File: src/rtl/lock_pkg.sv
// Shared types and default constants for the sequence-lock front end.
// The button FSM state encoding lives here so every stage decodes it the same way.
package lock_pkg;

  typedef enum logic [1:0] {
    ST_IDLE     = 2'd0,
    ST_RISE_CHK = 2'd1,
    ST_PRESSED  = 2'd2,
    ST_FALL_CHK = 2'd3
  } btn_state_t;

  localparam int DEF_SYNC_STAGES       = 2;
  localparam int DEF_DEBOUNCE_CYCLES   = 16;
  localparam int DEF_LONG_PRESS_CYCLES = 1024;

endpackage

File: src/rtl/bit_synchronizer.sv
// N-flop synchroniser for a single asynchronous bit.
// The flops reset to 0, and the output is taken from the last stage.
module bit_synchronizer #(
  parameter int STAGES = 2
) (
  input  logic clk,
  input  logic rst_n,
  input  logic d,
  output logic q
);

  logic [STAGES-1:0] sync_q;
  logic [STAGES-1:0] sync_d;

  always_comb begin
    sync_d = {sync_q[STAGES-2:0], d};
  end

  always_ff @(posedge clk or negedge rst_n) begin
    if (!rst_n) sync_q <= '0;
    else        sync_q <= sync_d;
  end

  assign q = sync_q[STAGES-1];

endmodule

File: src/rtl/button_conditioner.sv
// Synchronises and debounces a raw push-button.
// Produces a clean level plus one-cycle press, release and long-press pulses.
module button_conditioner
  import lock_pkg::*;
#(
  parameter int SYNC_STAGES       = DEF_SYNC_STAGES,
  parameter int DEBOUNCE_CYCLES   = DEF_DEBOUNCE_CYCLES,
  parameter int LONG_PRESS_CYCLES = DEF_LONG_PRESS_CYCLES
) (
  input  logic clk,
  input  logic rst_n,
  input  logic btn_raw,
  output logic btn_clean,
  output logic press_pulse,
  output logic release_pulse,
  output logic long_pulse
);

  localparam int CNT_W = $clog2(LONG_PRESS_CYCLES + 1);
  localparam logic [CNT_W-1:0] DB_LAST = CNT_W'(DEBOUNCE_CYCLES - 1);
  localparam logic [CNT_W-1:0] LP_LAST = CNT_W'(LONG_PRESS_CYCLES - 1);
  localparam logic [CNT_W-1:0] LP_MAX  = CNT_W'(LONG_PRESS_CYCLES);
  localparam logic [CNT_W-1:0] ONE     = CNT_W'(1);

  logic btn_s;

  bit_synchronizer #(.STAGES(SYNC_STAGES)) u_sync (
    .clk   (clk),
    .rst_n (rst_n),
    .d     (btn_raw),
    .q     (btn_s)
  );

  btn_state_t       state_q, state_d;
  logic [CNT_W-1:0] db_cnt_q, db_cnt_d;
  logic [CNT_W-1:0] lp_cnt_q, lp_cnt_d;
  logic             clean_q, clean_d;
  logic             press_q, press_d;
  logic             release_q, release_d;
  logic             long_q, long_d;
  logic             lp_run;

  always_comb begin
    state_d   = state_q;
    db_cnt_d  = db_cnt_q;
    lp_cnt_d  = lp_cnt_q;
    clean_d   = clean_q;
    press_d   = 1'b0;
    release_d = 1'b0;
    long_d    = 1'b0;
    lp_run    = 1'b0;

    case (state_q)
      ST_IDLE: begin
        clean_d  = 1'b0;
        lp_cnt_d = '0;
        if (btn_s) begin
          state_d  = ST_RISE_CHK;
          db_cnt_d = ONE;
        end
      end
      ST_RISE_CHK: begin
        if (!btn_s) begin
          state_d  = ST_IDLE;
          db_cnt_d = '0;
        end else if (db_cnt_q == DB_LAST) begin
          state_d  = ST_PRESSED;
          clean_d  = 1'b1;
          press_d  = 1'b1;
          db_cnt_d = '0;
          lp_cnt_d = '0;
        end else begin
          db_cnt_d = db_cnt_q + ONE;
        end
      end
      ST_PRESSED: begin
        lp_run = 1'b1;
        if (!btn_s) begin
          state_d  = ST_FALL_CHK;
          db_cnt_d = ONE;
        end
      end
      ST_FALL_CHK: begin
        // The button is still considered held here, so the long-press count keeps running.
        lp_run = 1'b1;
        if (btn_s) begin
          state_d  = ST_PRESSED;
          db_cnt_d = '0;
        end else if (db_cnt_q == DB_LAST) begin
          state_d   = ST_IDLE;
          clean_d   = 1'b0;
          release_d = 1'b1;
          db_cnt_d  = '0;
          lp_run    = 1'b0;
          lp_cnt_d  = '0;
        end else begin
          db_cnt_d = db_cnt_q + ONE;
        end
      end
      default: begin
        state_d  = ST_IDLE;
        clean_d  = 1'b0;
        db_cnt_d = '0;
        lp_cnt_d = '0;
      end
    endcase

    // Saturating at LP_MAX ensures LP_LAST is matched only once per press.
    if (lp_run) begin
      if (lp_cnt_q == LP_LAST) long_d = 1'b1;
      if (lp_cnt_q != LP_MAX)  lp_cnt_d = lp_cnt_q + ONE;
    end
  end

  always_ff @(posedge clk or negedge rst_n) begin
    if (!rst_n) begin
      state_q   <= ST_IDLE;
      db_cnt_q  <= '0;
      lp_cnt_q  <= '0;
      clean_q   <= 1'b0;
      press_q   <= 1'b0;
      release_q <= 1'b0;
      long_q    <= 1'b0;
    end else begin
      state_q   <= state_d;
      db_cnt_q  <= db_cnt_d;
      lp_cnt_q  <= lp_cnt_d;
      clean_q   <= clean_d;
      press_q   <= press_d;
      release_q <= release_d;
      long_q    <= long_d;
    end
  end

  assign btn_clean     = clean_q;
  assign press_pulse   = press_q;
  assign release_pulse = release_q;
  assign long_pulse    = long_q;

endmodule

File: config.mk
export PLATFORM = sky130hd
export DESIGN_NAME = button_conditioner
export DESIGN_NICKNAME = d
export VERILOG_FILES = /design/src/rtl/lock_pkg.sv /design/src/rtl/bit_synchronizer.sv /design/src/rtl/button_conditioner.sv
export SDC_FILE = /design/constraint.sdc
export NUM_CORES = 1
export LEC_CHECK = 0
export BUFFER_PORTS_ARGS = -buffer_cell sky130_fd_sc_hd__buf_2
export CORE_ASPECT_RATIO = 0.8
export CORE_MARGIN = 5
export CORE_UTILIZATION = 53
export CTS_CLUSTER_DIAMETER = 50
export CTS_CLUSTER_SIZE = 12
export DETAILED_ROUTE_END_ITERATION = 10
export PLACE_DENSITY = 0.7
export SYNTH_ARGS = -nofsm -noshare
export SYNTH_HDL_FRONTEND = slang
export SYNTH_SLANG_ARGS = --single-unit
File: constraint.sdc
create_clock -name clk -period 2.4 [get_ports clk]
set_input_delay 0.24 -clock clk [delete_from_list [all_inputs] [get_ports clk]]
set_output_delay 0.24 -clock clk [all_outputs]
set_load 0.01 [all_outputs]
# Word-level counts from Yosys, hierarchy flattened
# Cells that the tools add are included.
dict set report word_totals {
  ff_bits 30
  in_bits 3
  output_inout_bits 4
  elab_cells 63
}
dict set report op_classes {
  addsub 2
  n_eq_ne 14
  mux 34
  n_reduce_logical 5
}
# cell count
set ops {}
lappend ops {{$mux W11} 10}
lappend ops {{$pmux W11 S4} 1}
lappend ops {{$pmux W11 S3} 1}
lappend ops {{$add A11 B1 Y11 const B} 2}
lappend ops {{$mux W1} 13}
lappend ops {{$mux W2} 6}
lappend ops {{$eq A11 B10 Y1 const B} 1}
lappend ops {{$eq A11 B4 Y1 const B} 1}
lappend ops {{$ne A11 B11 Y1 const B} 1}
lappend ops {{$ne A2 B2 Y1 const B} 4}
lappend ops {{$pmux W2 S4} 1}
lappend ops {{$reduce_and A5 Y1} 1}
lappend ops {{$eq A2 B2 Y1 const B} 2}
lappend ops {{$ne A2 B1 Y1 const B} 2}
lappend ops {{$reduce_and A4 Y1} 1}
lappend ops {{$ne A3 B2 Y1 const B} 1}
lappend ops {{$ne A3 B3 Y1 const B} 1}
lappend ops {{$pmux W1 S3} 1}
lappend ops {{$reduce_bool A3 Y1} 1}
lappend ops {{$eq A2 B1 Y1 const B} 1}
lappend ops {{$logic_not A2 Y1} 1}
lappend ops {{$pmux W1 S2} 1}
lappend ops {{$reduce_and A2 Y1} 1}

# Logic depth before layout (Yosys ltp)
# Gate-level depths: netlist of the first run.
dict set report logic_depth {
  ltp_word 6
  depth_mapped 7
  ltp_nobuf 6
}

# Cells and area by module
# A second synthesis of the first run with hierarchy kept.
dict set report unflattened {
  cells_unflattened 182
  hier_area_um2 1754.2
}
# mod instances cells_each area_per_inst_um2 seq_area_each_um2
set by_module_without_submodules {}
lappend by_module_without_submodules {button_conditioner 1 180 1704.1 700.7}
lappend by_module_without_submodules {bit_synchronizer 1 2 50.0 50.0}

# Least setup slack after synthesis of the first run
# OpenSTA, ideal clock, no wires.
dict set report synth_path {
  kind {reg2reg}
  startpoint {reg db_cnt_q[0]}
  endpoint {reg db_cnt_q[6]}
  setup_ns 0.079
  arrival_time_ns 1.922
  t_required_ns 2.321
  path_slack_ns 0.399
  path_stages_with_launch 8
  n_path_buf 2
  synth_period_minus_slack_ns 2.001
  cell_sequence {dfrtp_1 > ha_1 > and3_1 > clkbuf_1 > a311oi_2 > buf_2 > nand3_1 > mux2i_1}
}
dict set report synth_between {
  elab_chain_len 4
  elab_cells_between_ends 6
  cone_classes {add/sub: 1; eq/ne: 1; mux: 4}
}
# item line_no
set synth_lines {}
lappend synth_lines {{from (decl)} button_conditioner.sv:35} ;# logic [CNT_W-1:0] db_cnt_q, db_cnt_d;
lappend synth_lines {{from (signal assigned)} button_conditioner.sv:126} ;# db_cnt_q <= db_cnt_d;
lappend synth_lines {{$add A11 B1 Y11 / $eq A11 B4 Y1 (equally long branches)} n/a}
lappend synth_lines {{$mux W11 *} {button_conditioner.sv:66, button_conditioner.sv:89}}
lappend synth_lines {{$mux W11 (on tied branches)} {button_conditioner.sv:86, button_conditioner.sv:63}}
lappend synth_lines {{$pmux W11 S4 *} button_conditioner.sv:53} ;# case (state_q)
# Every way passes the cells marked *; elsewhere a longest branch is shown, timed or not.
# A chain may end at the register's enable or synchronous reset.

# Worst setup path in the final report of the first run
dict set report layout_path {
  startpoint {reg db_cnt_q[0]}
  endpoint {reg lp_cnt_q[9]}
}
dict set report layout_between {
  elab_chain_len 6
  elab_cells_between_ends 10
  cone_classes {eq/ne: 1; mux: 9}
}
# item line_no
set layout_lines {}
lappend layout_lines {{$eq A11 B4 Y1 *} {button_conditioner.sv:66, button_conditioner.sv:89}}
lappend layout_lines {{$mux W11} {button_conditioner.sv:66, button_conditioner.sv:89}}
lappend layout_lines {{$mux W11 (on tied branches)} {button_conditioner.sv:86, button_conditioner.sv:63}}
lappend layout_lines {{$pmux W11 S3} button_conditioner.sv:53}
lappend layout_lines {{$mux W11} button_conditioner.sv:111} ;# if (lp_cnt_q != LP_MAX) lp_cnt_d = lp_cnt_q + ONE;
lappend layout_lines {{$mux W11 *} button_conditioner.sv:109} ;# if (lp_run) begin
lappend layout_lines {{via lp_cnt_d[9]} button_conditioner.sv:36} ;# logic [CNT_W-1:0] lp_cnt_q, lp_cnt_d;
lappend layout_lines {{to (signal assigned)} button_conditioner.sv:127} ;# lp_cnt_q <= lp_cnt_d;
lappend layout_lines {{to (decl)} button_conditioner.sv:36}
# The timed path passes the listed nets; every way through them passes the cells marked *.

==> results_dict.tcl, run 1 <==
set metrics [dict create \
    cts_hold_buf 0 \
    end_kind "flip-flop" \
    power_density_mw_per_mm2 546 \
    start_util_pct 54.8 \
    layout_common_cells "30 x dfrtp_1, 16 x nand3_1, 12 x a21oi_1" \
    tightest_slew_ps 659 \
    syn-num-nets 177 \
    cts_tree "built" \
    finalMaxSlewViolations 0 \
    drive_gt1_share_pct 15.0 \
    violations "hold timing" \
    crit_chain "ha_1 -> nand3_1 -> o41ai_4 -> buf_4 -> or4_2 -> a21oi_1" \
    grt_max_degree 31 \
    grt.overflow.total 0 \
    p_comb_share_pct 5.0 \
    antenna_found_initial 0 \
    finalNetCount 185 \
    cp_max_fo 13 \
    die_w_um 73.1 \
    fmax_mhz 488 \
    cts.sinks 30 \
    worst_skew_pair.late_latency_ps 290 \
    slew_headroom_pct 56.1 \
    drtPass1Iterations 4 \
    period_minus_slack_ps 2050 \
    viasPerCell 6.04 \
    crit_family "simple AND/OR/NAND/NOR gates" \
    antenna_cells 0 \
    drt_iter0_markers 91 \
    slowest_stage "or4_2" \
    cp-start-kind "flip-flop" \
    synth.avg_cell_area_um2 9.89 \
    r2r_end "lp_cnt_q[9]" \
    setup_tns_ps 0 \
    finalPower_uw 1000 \
    rsz0062_at_grt "false" \
    yosys_warnings 0 \
    grt_pass1_vias 1318 \
    routedWlPerCell_um 15.9 \
    coreArea_mm2 0.00309 \
    fin_cells 220 \
    cts_root_buf "clkbuf_8" \
    layout_commonest_cell "dfrtp_1" \
    rows 18 \
    placedCellCount 212 \
    synth_seq_cells 30 \
    netlist_area_mm2 0.00169 \
    leakage_nw 0.800 \
    hold_viol_final 30 \
    antenna_left 0 \
    cts_buffers 5 \
    synthCells 171 \
    h-tree-depth 2 \
    pin_count 7 \
    cts_buffer_depth 2 \
    drc 0 \
    post_cts_buffers 0 \
    final-setup-viol-count 0 \
    yosys.cell_types.count 45 \
    path_clk_slew_ps 70 \
    power_frac_seq_pct 52.4 \
    outcome "finished with violations" \
    wirelength_um 3490 \
    ys_dominant_reg_cell "dfrtp_1" \
    yosys.area.top_type_share_pct 44.4 \
    pwr-share-clk_pct 42.6 \
    rr_worst_depth 6 \
    cp.arrival_ps 2260 \
    grt_pass1_wl_um 6180 \
    ir_drop_mv 0.297 \
    cts_resized 0 \
    cellInternalPower_uw 762 \
    die_height_um 60.5 \
    synth_edf_count 0 \
    slowest_delay_ps 640 \
    hold_ws_ps -29.5 \
    area_growth_syn_to_layout_pct 8.36 \
    yosys.area.top_type "dfrtp_1" \
    hp-class "primary input to async pin" \
    synth_area_leaders "dfrtp_1 44%, mux2i_1 5.3%, nand3_1 4.7%, a21oi_1 3.6%, nand4_1 2.6%" \
    hpwl_um 2460 \
    gr-usage-all-layers_pct 18.8 \
    regToRegSetupSlack_ps 350 \
    synth_seq_area_share_pct 44.4 \
    vias 1328 \
    maxCapViolations 0 \
    die_area_mm2 0.00443 \
    gp_congestion 0.831 \
    finClkSkew_ps 10.4 \
    path_class "flip-flop to flip-flop" \
    swShare_pct 23.8 \
    path_buf_inv 1 \
    timing.rr.start "db_cnt_q[0]" \
    crit_required_ps 2610 \
    io_buffers 6 \
    ys_async_sr_fraction_pct 100 \
    p_switching_uw 238 \
    post-route-period-util_pct 85.4 \
]
## Yosys cell counts, types with 2 or more instances
cell      count
a21o_1        2
a21oi_1      12
a22o_1        3
and2_1        6
and2_2        2
and3_1        3
and4_1        4
buf_2         3
buf_6         2
clkbuf_1      2
dfrtp_1      30
ha_1          3
inv_1         8
mux2i_1       9
nand2_1       9
nand3_1      16
nand4_1       7
nor2_1        6
nor2b_1       2
nor3_1        5
o21ai_0       4
o21ai_1       6
o31ai_1       3
or4_2         3
## flip-flops by register name, summed over array words and instances, names as in the netlist, named ones only
register,flops
btn_clean,1
db_cnt_q,11
long_pulse,1
lp_cnt_q,11
press_pulse,1
release_pulse,1
state_q,1
u_sync.sync_q,2
## worst max path at each step
stage | startpoint | endpoint | slack (ps) | cells after the start
after CTS | db_cnt_q[0] | lp_cnt_q[9] | 370 | 6
after floorplan | db_cnt_q[0] | db_cnt_q[6] | 400 | 7
final | db_cnt_q[0] | lp_cnt_q[9] | 350 | 6
after global placement | db_cnt_q[0] | lp_cnt_q[9] | 450 | 6
after detailed placement | db_cnt_q[0] | lp_cnt_q[9] | 360 | 6
after global routing | lp_cnt_q[0] | lp_cnt_q[9] | 230 | 6
## through the flow
step	utilization, %	instance area [µm²]	hold WS (ps)	worst slack, ps
3_3_place_gp	56.4	1740	309	448
2_1_floorplan	-	1690	-55.6	399
6_report	59.4	1830	-29.5	351
5_1_grt	59.4	1830	45.1	228
4_1_cts	59.4	1830	4.48	369
3_5_place_dp	56.4	1740	311	356
## area by class of cell
class	count	area (µm²)
fill	259	1250
multi-input combinational	126	865
sequential	30	751
clock buffer	7	86.3
tap	40	50.0
timing repair buffer	8	45.0
inverter	8	30.0
clock inverter	1	5.00
## cell families after synthesis
group / after synthesis / synth area share [%]
muxes: 9 / 5.33
buffers and inverters: 15 / 4.44
adders and majority gates: 3 / 2.22
DFF: 30 / 44.4
xor gates and xnor gates: 2 / 1.04
and+or+nand+nor: 73 / 25.8
AOI/OAI and AO/OA: 39 / 16.7
## power by group through the flow
stage / Sequential, mW / Clock [mW] / Combinational, mW
global route: 0.525 / 0.456 / 0.0591
CTS: 0.524 / 0.436 / 0.0511
finish: 0.524 / 0.426 / 0.0497
floorplan: 0.529 / 0 / 0.0330
global placement: 0.532 / 0 / 0.0489
detailed placement: 0.533 / 0 / 0.0502
## metal layers
| metal | part of all wire (%) | routed length [µm] | GRT usage (%) | vias up |
|---|---|---|---|---|
| met5 | 0 | 0 | 0 | - |
| met4 | 1.6 | 57 | 11.1 | 0 |
| met3 | 4.7 | 163 | 4.80 | 7 |
| met2 | 41 | 1420 | 25.7 | 22 |
| met1 | 53 | 1850 | 26.9 | 639 |
| li1 | - | - | - | 660 |
(Power assumes the default switching activity.)
==> inputs of run 2 (changes only) <==
CORE_ASPECT_RATIO = 0.6   (was 0.8)
==> run 2 against run 1 <==
  * The flow still finishes with violations (hold timing)
  * Power grew 7.8%
  * Clock skew shrank 1.3 ps
  * Via count grew 1.2%
  * Fmax grew 0.62%
  * Non-clock buffer count is the same
  * Critical path depth is the same
  * Flip-flop and latch count is the same
  * Register-to-register slack is essentially flat
  * Worst setup slack gained 13 ps
==> results_dict.tcl, run 2 (synthesis gave the netlist of run 1 again) <==
set metrics [dict create \
    outcome "finished with violations" \
    violations "hold timing" \
    h-tree-depth 2 \
    hold_ws_ps -17.8 \
    hold_viol_final 30 \
    cp_max_fo 13 \
    finClkSkew_ps 9.10 \
    cts_tree "built" \
    gr-usage-all-layers_pct 18.4 \
    setup_tns_ps 0 \
    grt_pass1_vias 1234 \
    drt_iter0_markers 128 \
    gp_congestion 0.847 \
    antenna_left 0 \
    start_util_pct 57.0 \
    cts_hold_buf 0 \
    r2r_end "lp_cnt_q[9]" \
    routedWlPerCell_um 15.6 \
    hp-class "primary input to async pin" \
    drtPass1Iterations 5 \
    rr_worst_depth 6 \
    grt.overflow.total 0 \
    tightest_slew_ps 660 \
    top_usage_layer "met1" \
    path_clk_slew_ps 70 \
    largestRegisters "db_cnt_q x11, lp_cnt_q x11, u_sync.sync_q x2" \
    io_buffers 6 \
    use_met2_pct 24.5 \
    finalNetCount 185 \
    antenna_cells 0 \
    cts_root_buf "clkbuf_8" \
    grt_pass1_wl_um 6160 \
    crit_required_ps 2610 \
    finalPower_mw 1.08 \
    fmax_mhz 491 \
    timing.rr.start "db_cnt_q[0]" \
    grtUsageMet1_pct 25.9 \
    drc 0 \
    maxCapViolations 0 \
    die_height_um 53.7 \
    hpwl_um 2510 \
    leakage_nw 0.810 \
    die_w_um 82.9 \
    wirelength_um 3470 \
    cts.sinks 30 \
    pin_count 7 \
    slew_headroom_pct 55.9 \
    grt_max_degree 31 \
    end_kind "flip-flop" \
    drive_gt1_share_pct 15.6 \
    layout_common_cells "30 x dfrtp_1, 16 x nand3_1, 12 x a21oi_1" \
    worst_skew_pair.late_latency_ps 290 \
    finalMaxSlewViolations 0 \
    coreArea_mm2 0.00297 \
    cp.arrival_ps 2250 \
    cp-start-kind "flip-flop" \
    viasPerCell 6.05 \
    path_class "flip-flop to flip-flop" \
    power_density_mw_per_mm2 582 \
    layout_commonest_cell "dfrtp_1" \
    cts_buffer_depth 2 \
    rows 15 \
    met3_usage_pct 6.73 \
    die_area_mm2 0.00446 \
    post-route-period-util_pct 84.9 \
    vias 1344 \
    area_growth_syn_to_layout_pct 9.55 \
    antenna_found_initial 0 \
    cts_buffers 5 \
    regToRegSetupSlack_ps 360 \
    final-setup-viol-count 0 \
    ir_drop_mv 0.550 \
    period_minus_slack_ps 2040 \
    cts_resized 0 \
    post_cts_buffers 0 \
    rsz0062_at_grt "false" \
]
[run 2: changes by cell type in the layout (fill, tap and decap cells not counted), sizes merged]
cell	change
clkbuf	-2
clkinv	+1
bufinv	+1
[run 2: layout make-up]
cell class                 instances  area (µm²)
clock buffer                       5        68.8
tap                               42        52.6
timing repair buffer               8        45.0
fill                             250        1110
multi-input combinational        126         865
clock inverter                     3        40.0
sequential                        30         751
inverter                           8        30.0
[run 2: critical path, cell delays in order, from the launching register on]
cell	delay, ps
dfrtp_1	420
ha_1	250
nand3_1	180
o41ai_4	100
buf_4	200
or4_2	640
a21oi_1	170
[run 2: worst max-delay path by stage]
| stage | cells after the start | startpoint | slack, ps | endpoint |
|---|---|---|---|---|
| 4_1_cts | 6 | db_cnt_q[0] | 360 | lp_cnt_q[9] |
| 3_5_place_dp | 6 | db_cnt_q[0] | 370 | lp_cnt_q[8] |
| 3_3_place_gp | 6 | db_cnt_q[0] | 440 | lp_cnt_q[8] |
| 6_report | 6 | db_cnt_q[0] | 360 | lp_cnt_q[9] |
| 5_1_grt | 6 | lp_cnt_q[0] | 270 | lp_cnt_q[7] |
| 2_1_floorplan | 7 | db_cnt_q[0] | 400 | db_cnt_q[6] |
[run 2: per-stage QoR]
stage | setup slack, ps | hold slack (ps) | util (%) | std cells | cell area (µm²)
2_1_floorplan | 399 | -55.6 | - | 171 | 1690
3_3_place_gp | 444 | 307 | 58.8 | 214 | 1740
3_5_place_dp | 370 | 318 | 58.8 | 214 | 1740
4_1_cts | 364 | 1.36 | 62.4 | 222 | 1850
5_1_grt | 268 | 35.3 | 62.4 | 222 | 1850
6_report | 363 | -17.8 | 62.4 | 222 | 1850
[run 2: report_power, final]
| part | switching (mW) | total (mW) | internal [mW] |
|---|---|---|---|
| registers | 0.0105 | 0.524 | 0.514 |
| clock network | 0.198 | 0.504 | 0.305 |
| logic | 0.0330 | 0.0499 | 0.0170 |
| total | 0.242 | 1.08 | 0.836 |
[run 2: routing by layer]
layer / vias up / part of all wire [%]
li1: 659 / -
met1: 630 / 52
met2: 51 / 39
met3: 4 / 7.9
met4: 0 / 1.5
met5: - / 0
==> inputs of run 3 (changes only) <==
clock period = 1.9 ns   (was 2.4 ns; I/O delays follow)
==> run 3 against run 2 <==
  * The run now ends clean
  * Clock skew fell by 5.7 ps
  * Final cell count rose by 10%
  * Utilization rose by 7.4 points
  * Critical path depth fell by 2
  * Non-clock buffer count rose by 23
  * Critical path type unchanged
==> results_dict.tcl, run 3 (synthesis gave the netlist of run 1 again) <==
set metrics [dict create \
    outcome "completed" \
    cts_root_buf "clkbuf_8" \
    grt_max_degree 31 \
    cts_buffer_depth 2 \
    gr-usage-all-layers_pct 20.2 \
    ir_drop_mv 0.544 \
    gp_congestion 0.863 \
    routedWlPerCell_um 16.5 \
    finalNetCount 208 \
    p_comb_share_pct 7.5 \
    layout_commonest_cell "dfrtp_1" \
    drive_gt1_share_pct 26.6 \
    drt_iter0_markers 137 \
    hpwl_um 3010 \
    placedCellCount 234 \
    period_minus_slack_ps 1890 \
    grt_pass1_vias 1421 \
    slew_headroom_pct 55.9 \
    antenna_found_initial 0 \
    placed_area_mm2 0.00192 \
    power_density_mw_per_mm2 619 \
    crit_required_ps 2100 \
    rsz0062_at_grt "true" \
    p_switching_uw 300 \
    maxCapViolations 0 \
    grt_pass1_wl_um 6910 \
    largestRegisters "db_cnt_q x11, lp_cnt_q x11, u_sync.sync_q x2" \
    swShare_pct 23.4 \
    pwr-share-clk_pct 41.2 \
    die_height_um 53.7 \
    fin_util_pct 69.8 \
    die_w_um 82.9 \
    antenna_left 0 \
    cellInternalPower_uw 981 \
    path_class "flip-flop to flip-flop" \
    cts_tree "built" \
    antenna_cells 0 \
    fin_cells 245 \
    coreArea_mm2 0.00297 \
    path_clk_slew_ps 60 \
    die_area_mm2 0.00446 \
    end_kind "flip-flop" \
    h-tree-depth 2 \
    tightest_slew_ps 662 \
    cp-start-kind "flip-flop" \
    hp-class "primary input to flip-flop" \
    final-setup-viol-count 0 \
    leakage_nw 0.928 \
    drc 0 \
    final_cell_area_mm2 0.00207 \
    grt.overflow.total 0 \
    worst_skew_pair.late_latency_ps 280 \
    cp_max_fo 6 \
    setup_tns_ps 0 \
    drtPass1Iterations 4 \
    finalMaxSlewViolations 0 \
    fmax_mhz 530 \
    pin_count 7 \
    post-route-period-util_pct 99.3 \
    cp.arrival_ps 2080 \
    layout_common_cells "30 x dfrtp_1, 21 x buf_4, 15 x nand3_1" \
    cts.sinks 30 \
    hold_viol_final 0 \
    area_growth_syn_to_layout_pct 22.5 \
    cts_buffers 5 \
    start_util_pct 57.0 \
    wirelength_um 4040 \
    vias 1478 \
    finClkSkew_ps 3.36 \
    io_buffers 6 \
    viasPerCell 6.03 \
    rows 15 \
    power_frac_seq_pct 51.3 \
]
## run 3: layout make-up
cell class / count / area [µm²]
inverters: 8 / 30.0
well taps: 42 / 52.6
clock inverters: 1 / 5.00
flip-flops and latches: 30 / 751
fillers: 232 / 895
multi-input cells: 126 / 897
repair buffers: 31 / 249
clock buffers: 7 / 86.3
## run 3: metrics by stage
step	setup slack, ps	hold slack [ps]	power [mW]
after global placement	-7.26	248	0.755
after detailed placement	-79.6	259	0.761
final	13.1	13.0	1.28
after floorplan	21.9	-106	0.714
after CTS	1.94	14.0	1.28
after global routing	-43.9	4.06	1.33
## run 3: worst paths after layout
path	startpoint	to	slack [ps]	cells after the start
max	db_cnt_q[10]	lp_cnt_q[5]	10	4
min	btn_raw	u_sync.sync_q[0]	10	1
max reg2reg	db_cnt_q[10]	lp_cnt_q[5]	10	4
min reg2reg	u_sync.sync_q[0]	u_sync.sync_q[1]	390	0
max in group asynchronous	rst_n	lp_cnt_q[8]	990	2
min in group asynchronous	rst_n	lp_cnt_q[3]	480	2
## run 3: power by group through the flow
stage / logic, mW / clock network, mW / registers (mW)
2_1_floorplan: 0.0447 / 0 / 0.669
3_3_place_gp: 0.0889 / 0 / 0.666
3_5_place_dp: 0.0935 / 0 / 0.668
4_1_cts: 0.0963 / 0.532 / 0.656
5_1_grt: 0.109 / 0.559 / 0.657
6_report: 0.0962 / 0.528 / 0.657
## run 3: per-layer routing
metal  part of all wire (%)  vias up  global-route usage, %
met5                      0        -                      0
met4                    2.0        0                   8.42
met3                    7.0       11                   5.20
met2                     43       51                   31.4
met1                     48      710                   27.5
li1                       -      706                      -
## run 3: what timing repair did
item | CTS | global route
hold buffers | 1 | 0
resized for setup | 4 | 2
setup endpoints to repair | 5 | 14
pin swaps | 4 | 4
endpoints found under the hold margin | 30 | 0
buffers inserted | 1 | 2
## run 3: critical path, stage by stage, from the launching register on
cell and delay (ps):
dfrtp_1 370, or4_4 570, o41a_1 490, nand3_1 140
mux2i_1 220
